**config.mk**
```make
export PLATFORM = sky130hd
export DESIGN_NAME = multicycle_control
export DESIGN_NICKNAME = d
export VERILOG_FILES = /design/src/rtl/multicycle_control.sv
export SDC_FILE = /design/constraint.sdc
export NUM_CORES = 1
export LEC_CHECK = 0
export ABC_CLOCK_PERIOD_IN_PS = 1350
export BUFFER_PORTS_ARGS = -buffer_cell sky130_fd_sc_hd__buf_2
export CORE_MARGIN = 2
export CORE_UTILIZATION = 46
export CTS_BUF_LIST = sky130_fd_sc_hd__clkbuf_8
export DETAILED_ROUTE_END_ITERATION = 16
export PLACE_DENSITY = 0.8
export SLEW_MARGIN = 20
export SYNTH_ARGS = -nofsm -noshare
export SYNTH_HDL_FRONTEND = slang
export SYNTH_SLANG_ARGS = --single-unit
```
**constraint.sdc**
```tcl
create_clock -name clk -period 1.35 [get_ports clk]
set_input_delay 0.2025 -clock clk [delete_from_list [all_inputs] [get_ports clk]]
set_output_delay 0.2025 -clock clk [all_outputs]
set_load 0.03 [all_outputs]
```
**src/rtl/multicycle_control.sv**
```systemverilog
// Control FSM for the shared-ALU, single-memory multicycle MIPS datapath.
// Define ILLEGAL_OP_TRAP_EN to trap unknown opcodes in TRAP and add the illegal_op output.
module multicycle_control #(
   parameter int MEM_TIMEOUT = 16,
   parameter int CNT_W       = 4
) (
   input  logic       clk,
   input  logic       reset,
   input  logic [5:0] opcode,
   input  logic       mem_ready,
   output logic       pcwrite,
   output logic       pcwritecond,
   output logic       iord,
   output logic       memread,
   output logic       memwrite,
   output logic       irwrite,
   output logic       memtoreg,
   output logic       regdst,
   output logic       regwrite,
   output logic       alusrca,
   output logic [1:0] alusrcb,
   output logic [1:0] aluop,
   output logic [1:0] pcsrc,
   output logic       mem_err,
   output logic [3:0] state
`ifdef ILLEGAL_OP_TRAP_EN
   ,output logic      illegal_op
`endif
);

   typedef enum logic [3:0] {
      FETCH   = 4'd0,
      DECODE  = 4'd1,
      MEMADR  = 4'd2,
      MEMRD   = 4'd3,
      MEMWB   = 4'd4,
      MEMWR   = 4'd5,
      RTYPEEX = 4'd6,
      RTYPEWB = 4'd7,
      BEQEX   = 4'd8,
      ADDIEX  = 4'd9,
      ADDIWB  = 4'd10,
      JEX     = 4'd11
`ifdef ILLEGAL_OP_TRAP_EN
      ,TRAP   = 4'd12
`endif
   } state_t;

   localparam logic [5:0] OP_RTYPE = 6'b000000;
   localparam logic [5:0] OP_ADDI  = 6'b001000;
   localparam logic [5:0] OP_J     = 6'b000010;
   localparam logic [5:0] OP_BEQ   = 6'b000100;
   localparam logic [5:0] OP_LW    = 6'b100011;
   localparam logic [5:0] OP_SW    = 6'b101011;
   localparam logic [CNT_W-1:0] CNT_LAST = CNT_W'(MEM_TIMEOUT - 1);

   state_t           r_state;
   state_t           w_nextState;
   logic [CNT_W-1:0] r_waitCnt;
   logic             w_memState;
   logic             w_timeout;

   assign w_memState = (r_state == FETCH) || (r_state == MEMRD) || (r_state == MEMWR);
   // A ready on the last allowed cycle wins over the timeout.
   assign w_timeout  = w_memState && !mem_ready && (r_waitCnt == CNT_LAST);

   always_ff @(posedge clk) begin
      if (reset) begin
         r_state <= FETCH;
      end else begin
         r_state <= w_nextState;
      end
   end

   // Wait counter restarts from zero on every entry to a memory state.
   always_ff @(posedge clk) begin
      if (reset) begin
         r_waitCnt <= '0;
      end else if (!w_memState || w_timeout || (w_nextState != r_state)) begin
         r_waitCnt <= '0;
      end else if (!mem_ready) begin
         r_waitCnt <= r_waitCnt + 1'b1;
      end
   end

   always_comb begin
      w_nextState = r_state;
      case (r_state)
         FETCH:   w_nextState = mem_ready ? DECODE : FETCH;
         DECODE: begin
            case (opcode)
               OP_RTYPE:     w_nextState = RTYPEEX;
               OP_ADDI:      w_nextState = ADDIEX;
               OP_J:         w_nextState = JEX;
               OP_BEQ:       w_nextState = BEQEX;
               OP_LW, OP_SW: w_nextState = MEMADR;
`ifdef ILLEGAL_OP_TRAP_EN
               default:      w_nextState = TRAP;
`else
               default:      w_nextState = FETCH;
`endif
            endcase
         end
         MEMADR:  w_nextState = (opcode == OP_SW) ? MEMWR : MEMRD;
         MEMRD: begin
            if (mem_ready)      w_nextState = MEMWB;
            else if (w_timeout) w_nextState = FETCH;
         end
         MEMWB:   w_nextState = FETCH;
         MEMWR: begin
            if (mem_ready || w_timeout) w_nextState = FETCH;
         end
         RTYPEEX: w_nextState = RTYPEWB;
         RTYPEWB: w_nextState = FETCH;
         BEQEX:   w_nextState = FETCH;
         ADDIEX:  w_nextState = ADDIWB;
         ADDIWB:  w_nextState = FETCH;
         JEX:     w_nextState = FETCH;
`ifdef ILLEGAL_OP_TRAP_EN
         TRAP:    w_nextState = TRAP;
`endif
         default: w_nextState = FETCH;
      endcase
   end

   // Outputs are held at zero combinationally while reset is asserted.
   always_comb begin
      pcwrite     = 1'b0;
      pcwritecond = 1'b0;
      iord        = 1'b0;
      memread     = 1'b0;
      memwrite    = 1'b0;
      irwrite     = 1'b0;
      memtoreg    = 1'b0;
      regdst      = 1'b0;
      regwrite    = 1'b0;
      alusrca     = 1'b0;
      alusrcb     = 2'b00;
      aluop       = 2'b00;
      pcsrc       = 2'b00;
      mem_err     = 1'b0;
      state       = 4'd0;
`ifdef ILLEGAL_OP_TRAP_EN
      illegal_op  = 1'b0;
`endif
      if (!reset) begin
         state   = r_state;
         mem_err = w_timeout;
         case (r_state)
            FETCH: begin
               memread = 1'b1;
               alusrcb = 2'b01;
               irwrite = mem_ready;
               pcwrite = mem_ready;
            end
            DECODE:  alusrcb = 2'b11;
            MEMADR: begin
               alusrca = 1'b1;
               alusrcb = 2'b10;
            end
            MEMRD: begin
               memread = 1'b1;
               iord    = 1'b1;
            end
            MEMWB: begin
               regwrite = 1'b1;
               memtoreg = 1'b1;
            end
            MEMWR: begin
               memwrite = 1'b1;
               iord     = 1'b1;
            end
            RTYPEEX: begin
               alusrca = 1'b1;
               aluop   = 2'b10;
            end
            RTYPEWB: begin
               regwrite = 1'b1;
               regdst   = 1'b1;
            end
            BEQEX: begin
               alusrca     = 1'b1;
               aluop       = 2'b01;
               pcwritecond = 1'b1;
               pcsrc       = 2'b01;
            end
            ADDIEX: begin
               alusrca = 1'b1;
               alusrcb = 2'b10;
            end
            ADDIWB:  regwrite = 1'b1;
            JEX: begin
               pcwrite = 1'b1;
               pcsrc   = 2'b10;
            end
`ifdef ILLEGAL_OP_TRAP_EN
            TRAP:    illegal_op = 1'b1;
`endif
            default: ;
         endcase
      end
   end

endmodule

```
==> results of run 1 <==
## metrics by stage
stage          setup slack, ns  std cells  hold slack, ns  cell area [sq um]  util, %
4_1_cts                 -0.315        205           0.372               1690     96.8
3_5_place_dp            -0.190        196           0.586               1430     82.0
3_3_place_gp            -0.146        196           0.582               1430     82.0
2_1_floorplan           -0.342        111           0.393               1020        -
## cells by family after synthesis
kind of cell,after synthesis
and+or+nand+nor,58
AOI/OAI and AO/OA,23
xor gates and xnor gates,7
DFF,8
adders and majority gates,1
muxes,2
buffers and inverters,12
## cell usage after synthesis (all sizes together)
| cell type | number |
|---|---|
| nand2b | 2 |
| o311ai | 1 |
| o311a | 1 |
| clkbuf | 5 |
| mux2i | 2 |
| a311oi | 1 |
| o31a | 1 |
| o21a | 1 |
| a211oi | 1 |
| a31o | 1 |
| or2 | 2 |
| or2b | 2 |
| nand3b | 1 |
| ha | 1 |
| nand4 | 2 |
| nor3b | 1 |
| clkinv | 1 |
| and3b | 2 |
| a21oi | 3 |
| o21ai | 6 |
| nand4b | 1 |
| nor4b | 1 |
| o31ai | 2 |
| or3b | 3 |
| nor2 | 11 |
| nor4 | 4 |
| nand3 | 2 |
| o41a | 1 |
| or3 | 1 |
| o41ai | 1 |
| a31oi | 1 |
| dfxtp | 8 |
| nand2 | 7 |
| a32oi | 1 |
| nor3 | 11 |
| nor2b | 5 |
| xor2 | 5 |
| xnor2 | 2 |
| buf | 6 |
| o32ai | 1 |
## repair_timing
item | CTS
endpoints found under the hold margin | 0
resized for setup | 53
hold buffers | 0
endpoints found under the setup margin | 27
gates cloned | 0
pin swaps | 15
setup buffers | 6
==> summary.md, run 1 <==
| Metric | Value |
|---|---|
| Post-synthesis sequential area ratio | `between 10% and 20%` |
| CTS sink cnt | `8` |
| Yosys warns | `0` |
| Largest family of logic cells by synthesized area | `simple AND/OR/NAND/NOR gates` |
| Compound-Gate Fraction of Synth Area | `22.8%` |
| Synth area leaders | `dfxtp_1, nor3_1, xor2_1` |
| Mux cell area share after synthesis | `2.34%` |
| Die Y | `47.1 um` |
| Halt Stage | `global routing` |
| Cells after synthesis | `roughly 110` |
| Top cell type's share of synthesized area | `18.7%` |
| # IOs | `30` |
| Synth Area in Adders | `1.46%` |
| Yosys top cell by area | `dfxtp_1` |
| Synth Area in Simple Gates | `between 30% and 40%` |
| Die Wd | `roughly 47 um` |
| RePlAce Congestion | `0.905` |
| Mapped cell area | `between 800 and 900 sq um` |
| Distinct cells, synth | `45` |
| Total nets after synthesis | `121` |
| Largest net degree at the start of global routing | `10` |
| Post-synthesis xor/xnor area fraction | `7.16%` |
| GRT worst endpoint | `pcwrite` |
| Worst EP kind | `primary output` |
| Clock buffer depth | `2` |
| Stop err | `[ERROR DPL-0038] Utilization greater than 100%, impossible to legalize` |
| CTS Buf Count | `3` |
| Clk root buf | `clkbuf_8` |
| #FFs+latches synth | `8` |
| H-tree depth | `1` |
| Syn avg cell area | `7.71 sq um` |
| Initial Util | `49.0%` |
| Detailed placer's ending HPWL | `2540 um` |
| FP Rows | `15` |
| Status | `did not finish` |
| Port bufs | `29` |
==> inputs of run 2 (changes only) <==
==> config.mk (replaced) <==
export PLATFORM = sky130hd
export DESIGN_NAME = multicycle_control
export DESIGN_NICKNAME = d
export VERILOG_FILES = /design/src/rtl/multicycle_control.sv
export SDC_FILE = /design/constraint.sdc
export NUM_CORES = 1
export LEC_CHECK = 0
export ABC_CLOCK_PERIOD_IN_PS = 1800
export BUFFER_PORTS_ARGS = -buffer_cell sky130_fd_sc_hd__buf_2
export CORE_AREA = 2 2 63 65
export DETAILED_ROUTE_END_ITERATION = 16
export DIE_AREA = 0 0 65 67
export PLACE_DENSITY_LB_ADDON = 0.15
export SLEW_MARGIN = 20
export SYNTH_ARGS = -nofsm -noshare
export SYNTH_HDL_FRONTEND = slang
export SYNTH_SLANG_ARGS = --single-unit
==> constraint.sdc (replaced) <==
create_clock -name clk -period 1.8 [get_ports clk]
set_input_delay 0.27 -clock clk [delete_from_list [all_inputs] [get_ports clk]]
set_output_delay 0.27 -clock clk [all_outputs]
set_load 0.03 [all_outputs]
==> summary.md, run 2 <==
| Metric | Value |
|---|---|
| Status | `complete, no violations` |
| Final net count | `159` |
| R2R Path End | `r_waitCnt[3]$_SDFFE_PP0N_` |
| #FFs+latches synth | `8 (unchanged)` |
| Worst setup path category | `register to primary output` |
| CTS sink cnt | `8 (unchanged)` |
| Hold path start | `opcode[4]` |
| Post-CTS Hold Buffers | `0 (unchanged)` |
| Max cap viols | `0` |
| Via-per-instance ratio | `5.05` |
| Total nets after synthesis | `121 (unchanged)` |
| Mapped cell area | `856 sq um (unchanged)` |
| Synth area leaders | `dfxtp_1, nor3_1, xor2_1` |
| DR WL/cell | `13.1 um` |
| Via count | `985` |
| Util after Layout | `35.1%` |
| P per Cell Area | `about 460 nW/um^2` |
| Post-synth ARST share | `0% (unchanged)` |
| Slew Limit Headroom | `73.9%` |
| Die Wd | `65 um (+38%)` |
| Worst-Margin Slew | `0.386 ns` |
| Min-Delay Path Depth | `4` |
| Drt pass-1 iters | `4` |
| Startpoint Class | `register` |
| # DRC | `0` |
| Initial Util | `23.7% (-25 points)` |
| Delay-heaviest family, CP | `simple AND/OR/NAND/NOR gates` |
| Final period utilization | `roughly 96%` |
| Total gr overflow | `0` |
| Post-synthesis sequential area ratio | `18.7% (unchanged)` |
| Number of synthesized flops with an enable pin | `0 (unchanged)` |
| Buf/Inv on CP | `1` |
| Initial drt markers | `26` |
| Synth-to-layout area growth | `47.8%` |
| Fmax | `0.577 GHz` |
| RSZ-0062 raised after global routing | `true` |
| Seq pwr share | `32.1%` |
| VDD IR max | `0.000249 V` |
| Final setup vio count | `0` |
| Layout cells sized above 1 | `about half` |
| Top_reg_cell synth | `dfxtp_1` |
| Critical Path RT | `about 1.5 ns` |
| Port bufs | `29 (unchanged)` |
| Post-synth top cells | `nor2_1, nor3_1, dfxtp_1` |
| Top cell type's share of synthesized area | `18.7% (unchanged)` |
| Most common cell after layout, fill and taps aside | `buf_2` |
| FP Rows | `22 (+7)` |
| Crit-path max FO | `8` |
| WL final | `2560 um` |
| Syn avg cell area | `7.71 sq um (unchanged)` |
| First-pass GRT wire length | `4400 um` |
| Final Hold Fails | `0` |
| Detailed placer's ending HPWL | `2000 um (-21%)` |
| Pint | `0.400 mW` |
| Highest-count cells in the layout ignoring fill and taps | `buf_2, buf_4, nor2_1` |
| Arrival @ worst endpoint | `1.46 ns` |
| Tot GR Track Use | `12.9%` |
| Die Y | `67 um (+42%)` |
| Clock-pin slew on the worst setup and hold paths | `0.05 ns` |
| Placed Cells | `189 (-3.6%)` |
| R2R Setup Slk | `0.27 ns` |
| Max Slew Vio Count | `0` |
| Clock buffer depth | `2 (unchanged)` |
| RePlAce Congestion | `0.799 (-12%)` |
| Distinct cells, synth | `45 (unchanged)` |
| Largest net degree at the start of global routing | `14` |
| Top Registers | `r_state: 4 flops, r_waitCnt: 4 flops` |
| CP max-delay cell | `or3b_2` |
| Die area | `approximately 4400 sq um` |
| # IOs | `30 (unchanged)` |
| CTS tree | `done` |
| CP cell instances | `or3b_2, nor2_1, buf_2` |
| Clk root buf | `clkbuf_8` |
| Hold path endpoint | `r_state[3]$_SDFF_PP0_` |
| Antenna violations before repair | `0` |
| R2R Path Start | `r_waitCnt[0]$_SDFFE_PP0N_` |
| Combinational power share | `29.9%` |
| Time the worst path needs with I/O delays and setup | `1.73 ns` |
| Vias in the first global route | `around 930` |
| Worst-Skew Late Latency | `0.24 ns` |
| Sw power | `0.187 mW` |
| Leak pwr | `between 0.5 and 0.6 nW` |
| Worst R2R Path Depth | `5` |
| Fin cells | `just under 200` |
| Sw Share | `31.9%` |
| Layout fillers | `394` |
| Routed Antenna Nets | `0` |
| Yosys top cell by area | `dfxtp_1` |
| Clock power frac | `a little under two fifths` |
| Yosys warns | `0 (unchanged)` |
| Fin Hold WS | `0.417 ns` |
| CP endpoint kind | `primary output` |
| CTS Buf Count | `3 (unchanged)` |
| Number of diodes | `0` |
| Cells after synthesis | `111 (unchanged)` |
| Worst hold path type | `input port to register` |
| Worst clock skew | `0.00716 ns` |
| Largest stage delay, worst path | `around 0.54 ns` |
| Overall Power | `0.587 mW` |
| Core area | `3610 sq um` |
| H-tree depth | `1 (unchanged)` |
run 2: cell counts after synthesis:
No cell type changed its count.
run 2: cell type report:
type                            instances  area [sq um]  share of cell area, %
Multi-Input combinational cell         91           707                   55.9
Timing Repair Buffer                   44           279                   22.1
Sequential cell                         8           173                   13.6
Tap cell                               48          60.1                   4.75
Clock buffer                            3          41.3                   3.26
Inverter                                1          5.00                  0.396
run 2: power groups by stage:
| stage | clock (mW) | combinational, mW | sequential, mW |
|---|---|---|---|
| floorplan | 0 | 0.114 | 0.189 |
| global placement | 0 | 0.159 | 0.195 |
| detailed placement | 0 | 0.158 | 0.195 |
| CTS | 0.232 | 0.160 | 0.192 |
| global route | 0.240 | 0.192 | 0.189 |
| finish | 0.223 | 0.176 | 0.188 |
run 2: worst max-delay path by stage:
| stage | from | to | slack [ns] | depth (start not counted) |
|---|---|---|---|---|
| floorplan | r_state[2]$_SDFF_PP0_ | aluop[1] | -0.10 | 3 |
| global placement | r_state[0]$_SDFF_PP0_ | mem_err | 0.11 | 5 |
| detailed placement | r_state[0]$_SDFF_PP0_ | mem_err | 0.10 | 5 |
| CTS | r_state[0]$_SDFF_PP0_ | mem_err | -0.001 | 5 |
| global route | r_state[3]$_SDFF_PP0_ | regwrite | -0.004 | 6 |
| finish | r_state[3]$_SDFF_PP0_ | regdst | 0.07 | 3 |
run 2: repair_timing:
item                       4_1_cts  5_1_grt
resized for setup                7       18
setup endpoints to repair       10        8
hold endpoints to repair         0        0
buffers inserted                 0        3
pin swaps                        0        4
run 2: worst register-to-register path: stages (launching register included):
cell and delay, ns:
dfxtp_1 0.32, ha_1 0.23, a31o_2 0.30, o311ai_4 0.28, o31ai_4 0.14, nor3_1 0.18
run 2: stage by stage:
step	setup slack, ns	area, sq um	TNS [ns]
finish	0.0669	1260	0
global route	-0.00447	1260	-0.00878
CTS	-0.00136	1180	-0.00136
detailed placement	0.104	1120	0
global placement	0.107	1120	0
floorplan	-0.104	905	-0.306
run 2: logic make-up (layout without fill, tap and decap cells):
family / count (synthesis) / count (layout) / synth area share, %
compound gates: 23 / 23 / 22.8
fa+ha+maj: 1 / 1 / 1.46
xor+xnor: 7 / 7 / 7.16
simple gates: 58 / 58 / 38.3
buf+inv: 12 / 48 / 9.21
flops: 8 / 8 / 18.7
mux: 2 / 2 / 2.34
run 2: per-layer routing:
layer | track usage, % | up-vias | wire [um]
met1 | 14.8 | 467 | 1130
met4 | 2.39 | 0 | 14
li1 | - | 489 | -
met2 | 24.2 | 27 | 1300
met5 | 0 | - | 0
met3 | 3.21 | 2 | 113
No activity file was read; power rests on OpenSTA's default activity.
==> inputs of run 3 (changes only) <==
==> constraint.sdc (replaced) <==
create_clock -name clk -period 1.8 [get_ports clk]
set_input_delay 0.18 -clock clk [delete_from_list [all_inputs] [get_ports clk]]
set_output_delay 0.18 -clock clk [all_outputs]
set_load 0.03 [all_outputs]
==> summary.md, run 3 (synthesized netlist as in run 2, its figures left out) <==
| Metric | Value |
|---|---|
| Vias in the first global route | `879 (-5.6%)` |
| Core area | `3610 sq um (unchanged)` |
| CTS sink cnt | `8 (unchanged)` |
| Die Wd | `65 um (unchanged)` |
| Arrival @ worst endpoint | `1.54 ns (+0.08 ns)` |
| Critical Path RT | `1.62 ns (+0.09 ns)` |
| Die area | `4360 sq um (unchanged)` |
| CTS Buf Count | `3 (unchanged)` |
| Slew Limit Headroom | `76.0% (+2.1 points)` |
| DR WL met2 | `1140 um (-12%)` |
| Final net count | `155 (-2.5%)` |
| Clk root buf | `clkbuf_8` |
| DR WL/cell | `12.8 um (-2.5%)` |
| Clock-pin slew on the worst setup and hold paths | `0.04 ns (about the same)` |
| Clock buffer depth | `2 (unchanged)` |
| Highest-count cells in the layout ignoring fill and taps | `buf_2, buf_4, nor2_1, nor3_1, nand2_1` |
| # IOs | `30 (unchanged)` |
| Via-per-instance ratio | `4.85 (-3.9%)` |
| Worst hold path type | `input port to register` |
| Top Registers | `r_state: 4 flops, r_waitCnt: 4 flops` |
| Finished Cell Area | `1170 sq um (-7.1%)` |
| Total gr overflow | `0 (unchanged)` |
| R2R Path Start | `r_state[2]$_SDFF_PP0_` |
| Metal-1 WL | `1160 um (+2.7%)` |
| DR top layer | `met4` |
| Final Hold Fails | `0 (unchanged)` |
| Detailed placer's ending HPWL | `1930 um (-3.6%)` |
| Max cap viols | `0 (unchanged)` |
| Leak pwr | `0.500 nW (-6.4%)` |
| Port bufs | `29 (unchanged)` |
| CP cell instances | `or3b_2, nor3_1, buf_2` |
| Worst-Skew Late Latency | `0.23 ns (about the same)` |
| Largest stage delay, worst path | `0.51 ns (-0.03 ns)` |
| Max Slew Vio Count | `0 (unchanged)` |
| CP max-delay cell | `or3b_2` |
| H-tree depth | `1 (unchanged)` |
| R2R Path End | `r_waitCnt[1]$_SDFFE_PP0N_` |
| VDD IR max | `0.000277 V (+11%)` |
| Worst-Margin Slew | `0.360 ns (-0.0262 ns)` |
| Time the worst path needs with I/O delays and setup | `1.72 ns (-0.0115 ns)` |
| Layout cells sized above 1 | `42.7% (-6.3 points)` |
| Synth-to-layout area growth | `37.3%` |
| Worst R2R Path Depth | `4 (-1)` |
| Via count | `927 (-5.9%)` |
| RSZ-0062 raised after global routing | `false` |
| TNS Setup | `0 ns (unchanged)` |
| First-pass GRT wire length | `4080 um (-7.1%)` |
| CP endpoint kind | `primary output` |
| Antenna violations before repair | `0 (unchanged)` |
| Die Y | `67 um (unchanged)` |
| Tot GR Track Use | `12.1% (-0.85 points)` |
| Largest net degree at the start of global routing | `16 (+2)` |
| Crit-path max FO | `7 (-1)` |
| RePlAce Congestion | `0.769 (-3.8%)` |
| Initial drt markers | `44 (+69%)` |
| Initial Util | `23.7% (unchanged)` |
| P per Cell Area | `479 nW/um^2 (+3.2%)` |
| Number of diodes | `0 (unchanged)` |
| Status | `complete, no violations` |
| DP Area | `1110 sq um (-1.3%)` |
| Most common cell after layout, fill and taps aside | `buf_2` |
| WL final | `2440 um (-4.5%)` |
| Post-CTS Hold Buffers | `0 (unchanged)` |
| Worst setup path start | `r_state[2]$_SDFF_PP0_` |
| Worst Setup EP | `aluop[1]` |
| Startpoint Class | `register` |
| Fmax | `0.581 GHz (+0.67%)` |
| Worst clock skew | `0.00351 ns (-0.00365 ns)` |
| # DRC | `0 (unchanged)` |
| Routed Antenna Nets | `0 (unchanged)` |
| Final setup vio count | `0 (unchanged)` |
| Final period utilization | `95.6% (-0.64 points)` |
| Met3 wire length | `130 um (+15%)` |
| CTS tree | `done` |
| R2R Setup Slk | `0.25 ns (-0.02 ns)` |
| Drt pass-1 iters | `4 (unchanged)` |
| Worst setup path category | `register to primary output` |
| Overall Power | `0.563 mW (-4.2%)` |
| FP Rows | `22 (unchanged)` |
==> run 3: cell types whose count changed in the layout (fill, tap and decap cells not counted), moves of 2 or more <==
cell	change
dfxtp_4	-2
buf_2	+3
buf_6	-3
nor3_1	+2
buf_4	-4
nor3_2	-2
==> run 3: timing repair <==
item,CTS,global route
setup endpoints to repair,3,4
hold endpoints to repair,0,0
setup buffers,0,1
gates resized for setup,2,6
==> run 3: worst min-delay path by stage <==
| stage | start | endpoint | depth (start not counted) |
|---|---|---|---|
| floorplan | reset | r_state[0]$_SDFF_PP0_ | 2 |
| CTS | opcode[4] | r_state[3]$_SDFF_PP0_ | 4 |
| finish | opcode[4] | r_state[3]$_SDFF_PP0_ | 4 |
| detailed placement | r_waitCnt[1]$_SDFFE_PP0N_ | r_waitCnt[1]$_SDFFE_PP0N_ | 2 |
| global route | opcode[4] | r_state[3]$_SDFF_PP0_ | 4 |
| global placement | r_waitCnt[1]$_SDFFE_PP0N_ | r_waitCnt[1]$_SDFFE_PP0N_ | 2 |
==> run 3: power breakdown <==
part	switching [mW]	leakage (nW)	internal (mW)	total (mW)
sequential	0.00777	0.0665	0.183	0.191
combinational	0.0956	0.412	0.0616	0.157
clock	0.0694	0.0216	0.145	0.214
==> run 3: cell type report <==
cell class	instances	area (sq um)
timing repair buffer	40	230
clock buffer	3	41.3
inverter	1	7.51
tap	48	60.1
multi-input combinational	91	669
fill	382	2430
sequential	8	166
==> run 3: worst max-delay path: cells and delay by family (launching register included) <==
| kind | cells | cell delay [ns] |
|---|---|---|
| buffers and inverters | 1 | 0.22 |
| and+or+nand+nor | 2 | 0.66 |
| DFF | 1 | 0.42 |
==> run 3: metal layers <==
metal  vias up  global-route usage (%)
li1        473                       -
met1       422                    14.3
met2        30                    21.8
met3         2                    2.70
met4         0                    3.19
met5         -                       0
==> run 3: stage by stage <==
| step | std cells | setup slack [ns] | hold WS, ns | util, % |
|---|---|---|---|---|
| 2_1_floorplan | 111 | -0.0138 | 0.370 | - |
| 3_3_place_gp | 187 | 0.147 | 0.553 | 30.8 |
| 3_5_place_dp | 187 | 0.188 | 0.550 | 30.8 |
| 4_1_cts | 190 | 0.0179 | 0.324 | 32.0 |
| 5_1_grt | 191 | 0.00610 | 0.367 | 32.6 |
| 6_report | 191 | 0.0785 | 0.334 | 32.6 |
